===== src/rtl/ps2_key_pkg.sv =====
// rtl/ps2_key_pkg.sv - shared key codes and key classification for the PS/2 key path
//
// Contents:
//   KEY_ESC, KEY_ENTER, KEY_SPACE, KEY_0, KEY_9 : special ASCII codes from the keyboard front end
//   is_sys_key(code)                            : 1 when the code belongs to the system/menu consumer
package ps2_key_pkg;

    localparam logic [7:0] KEY_ESC   = 8'h01;
    localparam logic [7:0] KEY_ENTER = 8'hFF;
    localparam logic [7:0] KEY_SPACE = 8'h20;
    localparam logic [7:0] KEY_0     = 8'h30;
    localparam logic [7:0] KEY_9     = 8'h39;

    typedef enum logic {
        KEY_CLASS_GAME = 1'b0,
        KEY_CLASS_SYS  = 1'b1
    } key_class_t;

    // System keys: ESC, ENTER, SPACE and the digits; everything else goes to the game.
    function automatic logic is_sys_key(input logic [7:0] code);
        logic sys;
        sys = (code == KEY_ESC) || (code == KEY_ENTER) || (code == KEY_SPACE) ||
              ((code >= KEY_0) && (code <= KEY_9));
        return sys;
    endfunction

    function automatic key_class_t classify_key(input logic [7:0] code);
        return is_sys_key(code) ? KEY_CLASS_SYS : KEY_CLASS_GAME;
    endfunction

endpackage


===== src/rtl/key_fifo.sv =====
// rtl/key_fifo.sv - synchronous FIFO with push/pop/flush and occupancy count
//
// Parameters: DEPTH (power of 2, >= 2), WIDTH (entry width)
// Ports:
//   clk, reset        : clock, asynchronous active-low reset
//   push, wdata       : write request and data; ignored when full unless popping in the same cycle
//   pop               : read request; ignored when empty
//   flush             : synchronous clear, wins over push/pop
//   rdata             : head entry (valid when !empty)
//   full, empty       : status flags
//   count             : occupied entries, 0..DEPTH
module key_fifo #(
    parameter int DEPTH = 8,
    parameter int WIDTH = 8
) (
    input  logic                     clk,
    input  logic                     reset,
    input  logic                     push,
    input  logic [WIDTH-1:0]         wdata,
    input  logic                     pop,
    input  logic                     flush,
    output logic [WIDTH-1:0]         rdata,
    output logic                     full,
    output logic                     empty,
    output logic [$clog2(DEPTH):0]   count
);

    localparam int AW = $clog2(DEPTH);

    logic [WIDTH-1:0] mem [DEPTH];

    // Pointers carry one extra MSB so full and empty are distinguishable.
    logic [AW:0] wr_ptr;
    logic [AW:0] rd_ptr;

    logic do_push;
    logic do_pop;

    assign count = wr_ptr - rd_ptr;
    assign empty = (wr_ptr == rd_ptr);
    assign full  = (wr_ptr[AW] != rd_ptr[AW]) && (wr_ptr[AW-1:0] == rd_ptr[AW-1:0]);
    assign rdata = mem[rd_ptr[AW-1:0]];

    // At full, a simultaneous pop frees the head slot, which is exactly the slot being written.
    assign do_push = push && (!full || pop);
    assign do_pop  = pop && !empty;

    always_ff @(posedge clk or negedge reset) begin
        if (!reset) begin
            wr_ptr <= '0;
            rd_ptr <= '0;
        end else if (flush) begin
            wr_ptr <= '0;
            rd_ptr <= '0;
        end else begin
            if (do_push) begin
                wr_ptr <= wr_ptr + 1'b1;
            end
            if (do_pop) begin
                rd_ptr <= rd_ptr + 1'b1;
            end
        end
    end

    // Storage needs no reset: entries are only observable between the pointers.
    always_ff @(posedge clk) begin
        if (do_push && !flush) begin
            mem[wr_ptr[AW-1:0]] <= wdata;
        end
    end

endmodule


===== src/rtl/ps2_key_dispatcher.sv =====
// rtl/ps2_key_dispatcher.sv - buffers PS/2 key events and dispatches them in order to game or system consumers
//
// Optional feature macro: KEY_REPEAT_FILTER_EN (repeat filter with HOLDOFF_CYCLES holdoff window)
// Parameters: DEPTH (FIFO entries, power of 2, >= 2), HOLDOFF_CYCLES (repeat-filter window)
// Ports:
//   clk, reset             : clock, asynchronous active-low reset
//   key_pressed, key_data  : one-cycle event strobe and ASCII code
//   flush                  : synchronous clear of FIFO, overflow and filter state
//   game_valid/data/ready  : head delivery to the game consumer (data 8'h00 when not valid)
//   sys_valid/data/ready   : head delivery to the system/menu consumer (data 8'h00 when not valid)
//   fifo_count             : occupied entries
//   overflow               : sticky, set when an event is dropped on a full FIFO
module ps2_key_dispatcher
    import ps2_key_pkg::*;
#(
    parameter int DEPTH          = 8,
    parameter int HOLDOFF_CYCLES = 2500000
) (
    input  logic                     clk,
    input  logic                     reset,
    input  logic                     key_pressed,
    input  logic [7:0]               key_data,
    input  logic                     flush,
    output logic                     game_valid,
    output logic [7:0]               game_data,
    input  logic                     game_ready,
    output logic                     sys_valid,
    output logic [7:0]               sys_data,
    input  logic                     sys_ready,
    output logic [$clog2(DEPTH):0]   fifo_count,
    output logic                     overflow
);

    logic [7:0] head_data;
    logic       fifo_full;
    logic       fifo_empty;
    logic       repeat_block;
    logic       push_req;
    logic       fifo_pop;
    logic       push_accepted;
    key_class_t head_class;

    // Head classification; only one consumer sees the head, so a stalled head blocks both classes.
    assign head_class = classify_key(head_data);
    assign game_valid = !fifo_empty && (head_class == KEY_CLASS_GAME);
    assign sys_valid  = !fifo_empty && (head_class == KEY_CLASS_SYS);
    assign game_data  = game_valid ? head_data : 8'h00;
    assign sys_data   = sys_valid  ? head_data : 8'h00;

    assign fifo_pop      = ((game_valid && game_ready) || (sys_valid && sys_ready)) && !flush;
    assign push_req      = key_pressed && !repeat_block && !flush;
    assign push_accepted = push_req && (!fifo_full || fifo_pop);

    key_fifo #(
        .DEPTH (DEPTH),
        .WIDTH (8)
    ) u_key_fifo (
        .clk   (clk),
        .reset (reset),
        .push  (push_req),
        .wdata (key_data),
        .pop   (fifo_pop),
        .flush (flush),
        .rdata (head_data),
        .full  (fifo_full),
        .empty (fifo_empty),
        .count (fifo_count)
    );

    always_ff @(posedge clk or negedge reset) begin
        if (!reset) begin
            overflow <= 1'b0;
        end else if (flush) begin
            overflow <= 1'b0;
        end else if (push_req && fifo_full && !fifo_pop) begin
            overflow <= 1'b1;
        end
    end

`ifdef KEY_REPEAT_FILTER_EN
    localparam int HW = $clog2(HOLDOFF_CYCLES + 1);

    logic [HW-1:0] holdoff_cnt;
    logic [7:0]    last_key;

    // A filtered repeat is a deliberate discard, never an overflow.
    assign repeat_block = (key_data == last_key) && (holdoff_cnt != '0);

    always_ff @(posedge clk or negedge reset) begin
        if (!reset) begin
            holdoff_cnt <= '0;
            last_key    <= 8'h00;
        end else if (flush) begin
            holdoff_cnt <= '0;
            last_key    <= 8'h00;
        end else if (push_accepted) begin
            holdoff_cnt <= HW'(HOLDOFF_CYCLES);
            last_key    <= key_data;
        end else if (holdoff_cnt != '0) begin
            holdoff_cnt <= holdoff_cnt - 1'b1;
        end
    end
`else
    logic unused_holdoff;

    assign repeat_block   = 1'b0;
    assign unused_holdoff = (HOLDOFF_CYCLES != 0) ^ push_accepted;
`endif

endmodule

===== config.mk =====
export PLATFORM = sky130hd
export DESIGN_NAME = ps2_key_dispatcher
export DESIGN_NICKNAME = d
export VERILOG_FILES = /design/src/rtl/ps2_key_pkg.sv /design/src/rtl/key_fifo.sv /design/src/rtl/ps2_key_dispatcher.sv
export SDC_FILE = /design/constraint.sdc
export NUM_CORES = 1
export LEC_CHECK = 0
export CAP_MARGIN = 20
export CORE_MARGIN = 5
export CORE_UTILIZATION = 30
export CTS_CLUSTER_DIAMETER = 50
export CTS_CLUSTER_SIZE = 14
export DETAILED_ROUTE_END_ITERATION = 12
export SYNTH_ARGS = -nofsm -noshare
export SYNTH_HDL_FRONTEND = slang
export SYNTH_SLANG_ARGS = --single-unit

===== constraint.sdc =====
create_clock -name clk -period 4.3 [get_ports clk]
set_input_delay 0.86 -clock clk [delete_from_list [all_inputs] [get_ports clk]]
set_output_delay 0.86 -clock clk [all_outputs]
set_load 0.05 [all_outputs]

==> impl_metrics.json, run 1 <==
{
  "path_clk_slew_ns": 0.06,
  "slowest_delay_ns": 0.51,
  "synth.area.top_cells": "edfxtp_1 (57%), mux4_2 (9.3%), dfrtp_1 (6.6%)",
  "crit_arrival_ns": 3.19,
  "setup_viol": 0,
  "critPathKind": "reg -> out",
  "antenna_found_initial": 0,
  "gp_congestion": 0.770,
  "pin_count": 37,
  "period_minus_slack_ns": 4.05,
  "startpoint_type": "flip-flop",
  "track_usage_pct": 11.3,
  "rsz0062_at_grt": "false",
  "yosysWarningCount": 0,
  "ir_drop_mv": 0.234,
  "dieArea_sq_mm": 0.0135,
  "rows": 38,
  "placed_cells": 406,
  "cts_sinks": 73,
  "wirelength_um": 7310,
  "hold_violations": 0,
  "drc": 0,
  "wire_per_inst_um": 17.3,
  "synthFlopType": "edfxtp_1",
  "synth_edf_count": 64,
  "final_cells": 422,
  "grt_first_pass_wirelength_um": 11300,
  "dr.first_iter.drc_count": 120,
  "p_leak_nw": 1.56,
  "die_y_um": 116,
  "start_util_pct": 30.9,
  "antenna_left": 0,
  "hold_path.class": "reg -> reg",
  "cts_tree": "done",
  "cp_max_fo": 9,
  "clk_latency_ns": 0.33,
  "synth_top_area_share_pct": 56.6,
  "drive_gt1_share_pct": 27.3,
  "core_area_sq_mm": 0.0110,
  "fmax_ghz": 0.247,
  "ys_ff_latch": 73,
  "area_growth_pct": 29.5,
  "vias": 2043,
  "finalWorstSetupSlack_ns": 0.254,
  "slew_viol_final": 0,
  "drv_cap": 0,
  "synthArstFlopShare_pct": 12.3,
  "timing.final.crit_share_pct": 94.1,
  "avgSynthCellArea_sq_um": 15.3,
  "tightest_slew_ns": 0.576,
  "timing.slew.headroom_pct": 61.5,
  "pre_cts_slack_ns": 0.462,
  "synth_cell_types": 43,
  "worstPathRequired_ns": 3.44,
  "port_buffers": 36,
  "syn_nets": 242,
  "viasPerCell": 4.84,
  "htree_levels": 3,
  "postSynthCellCount": 222,
  "status": "finished clean",
  "yosysSeqAreaShare_pct": 63.3,
  "synth_largest_area_cell": "edfxtp_1",
  "n_antenna_cell": 0,
  "die_w_um": 116,
  "overflow": 0,
  "setup_tns_ns": 0,
  "path_cells": "buf_4, mux4_2, mux2i_1, a21o_1, a31o_1, and3_1, nand2_1, nor2_1, buf_12",
  "cts-root-buf": "clkbuf_16",
  "grt_max_degree": 22,
  "cp-end-kind": "output port",
  "critPathSlowestCell": "mux4_2",
  "hpwl_um": 5150,
  "syn-cell-area_sq_mm": 0.00339,
  "num-nets-final": 297,
  "powerDensity_mw_per_mm2": 489,
  "clockBufferDepth": 2,
  "final_util_pct": 40.0,
  "cts_buffers": 9,
  "grt_pass1_vias": 2055,
  "finClkSkew_ns": 0.00624,
  "firstDrtPassIters": 4,
  "cts_setup_buffers": 0
}
[per-layer routing]
metal / routed length, um / up-vias / global-route usage [%] / share of wire, %
li1: - / 964 / - / -
met4: 46 / 0 / 3.25 / 0.63
met2: 3550 / 59 / 18.3 / 49
met5: 0 / - / 0 / 0
met1: 3130 / 1014 / 14.6 / 43
met3: 571 / 6 / 3.52 / 7.8
[state kept, by name, indices dropped and copies added (netlist names)]
name	cells
u_key_fifo.mem	64
u_key_fifo.rd_ptr	4
u_key_fifo.wr_ptr	4
overflow	1
[worst paths after layout]
path                                       from                    to  slack, ns  cells past startpoint
max                        u_key_fifo.rd_ptr[1]           sys_data[1]       0.25                      9
min                                    overflow              overflow       0.51                      1
max reg2reg                u_key_fifo.rd_ptr[1]  u_key_fifo.mem[1][2]       0.94                      9
min reg2reg                            overflow              overflow       0.51                      1
max in group asynchronous                 reset  u_key_fifo.rd_ptr[1]       3.06                      1
min in group asynchronous                 reset              overflow       0.87                      1
[cells in the mapped netlist, drive strengths merged, types with 2 or more instances]
library cell   n
mux2           7
nor3           6
nand2         12
edfxtp        64
mux2i         16
inv           10
dfrtp          9
and3           2
nor2          25
mux4          14
nor2b          4
nand2b         5
nor4           3
a21o           2
buf            7
nand3          8
o211ai         2
or2            2
xnor2          3
ha             5
[worst max-delay path, delay by kind of cell (launching register included)]
kind	cells	cell delay [ns]
muxes	2	0.87
and+or+nand+nor	3	0.72
buffers and inverters	2	0.42
DFF	1	0.48
AOI/OAI and AO/OA	2	0.37
[stage by stage]
stage | total power, mW | hold WS, ns | instance area, sq um
floorplan | 1.20 | 0.564 | 3390
global route | 2.24 | 0.531 | 4390
detailed placement | 1.38 | 0.498 | 4070
finish | 2.15 | 0.509 | 4390
global placement | 1.38 | 0.483 | 4070
CTS | 2.17 | 0.512 | 4390
[timing repair]
action,4_1_cts,5_1_grt
hold buffers,0,0
gates resized for setup,0,1
endpoints found under the setup margin,0,10
[layout by cell type (no fill, tap or decap), drive strengths merged, types with 2 or more instances in the layout]
master,netlist,final
nor3,6,6
ha,5,5
or2,2,2
nor2b,4,4
edfxtp,64,64
dfrtp,9,9
buf,7,34
o211ai,2,2
nand3,8,8
xnor2,3,3
nand2,12,12
a21o,2,2
mux2i,16,16
nor4,3,3
clkbuf,1,9
mux4,14,14
clkdlybuf4s50,0,18
bufinv,0,2
inv,10,10
mux2,7,7
nand2b,5,5
clkinv,0,4
and3,2,2
nor2,25,25
[layout make-up]
cell class              count  area [sq um]
well taps                 140           175
flip-flops and latches     73          2150
clock inverters             7          95.1
multi-input cells         131          1160
clock buffers               9           225
fillers                   990          6590
repair buffers             52           548
inverters                  10          37.5
[power breakdown]
part / switching [mW] / internal [mW]
Combinational: 0.366 / 0.201
Sequential: 0.0126 / 0.786
Clock: 0.276 / 0.507
Total: 0.655 / 1.49
[cells by family (layout without fill, tap and decap cells)]
family                   Yosys count  after routing  share of synthesized area, %
flip-flops                        73             73                          63.3
AND/OR/NAND/NOR                   71             71                          10.1
multiplexers                      37             37                          16.9
buffers and inverters             18             78                          2.62
AO/OA/AOI/OAI                     14             14                          3.87
adder cells (fa/ha/maj)            6              6                          2.43
XOR/XNOR                           3              3                         0.774
Note: power is estimated with default switching activity, not from simulation.
==> inputs of run 2 (changes only) <==
- TNS_END_PERCENT: not set -> 1
==> results of run 2 <==
No change in the layout: final DEF, timing and power equal those of run 1.
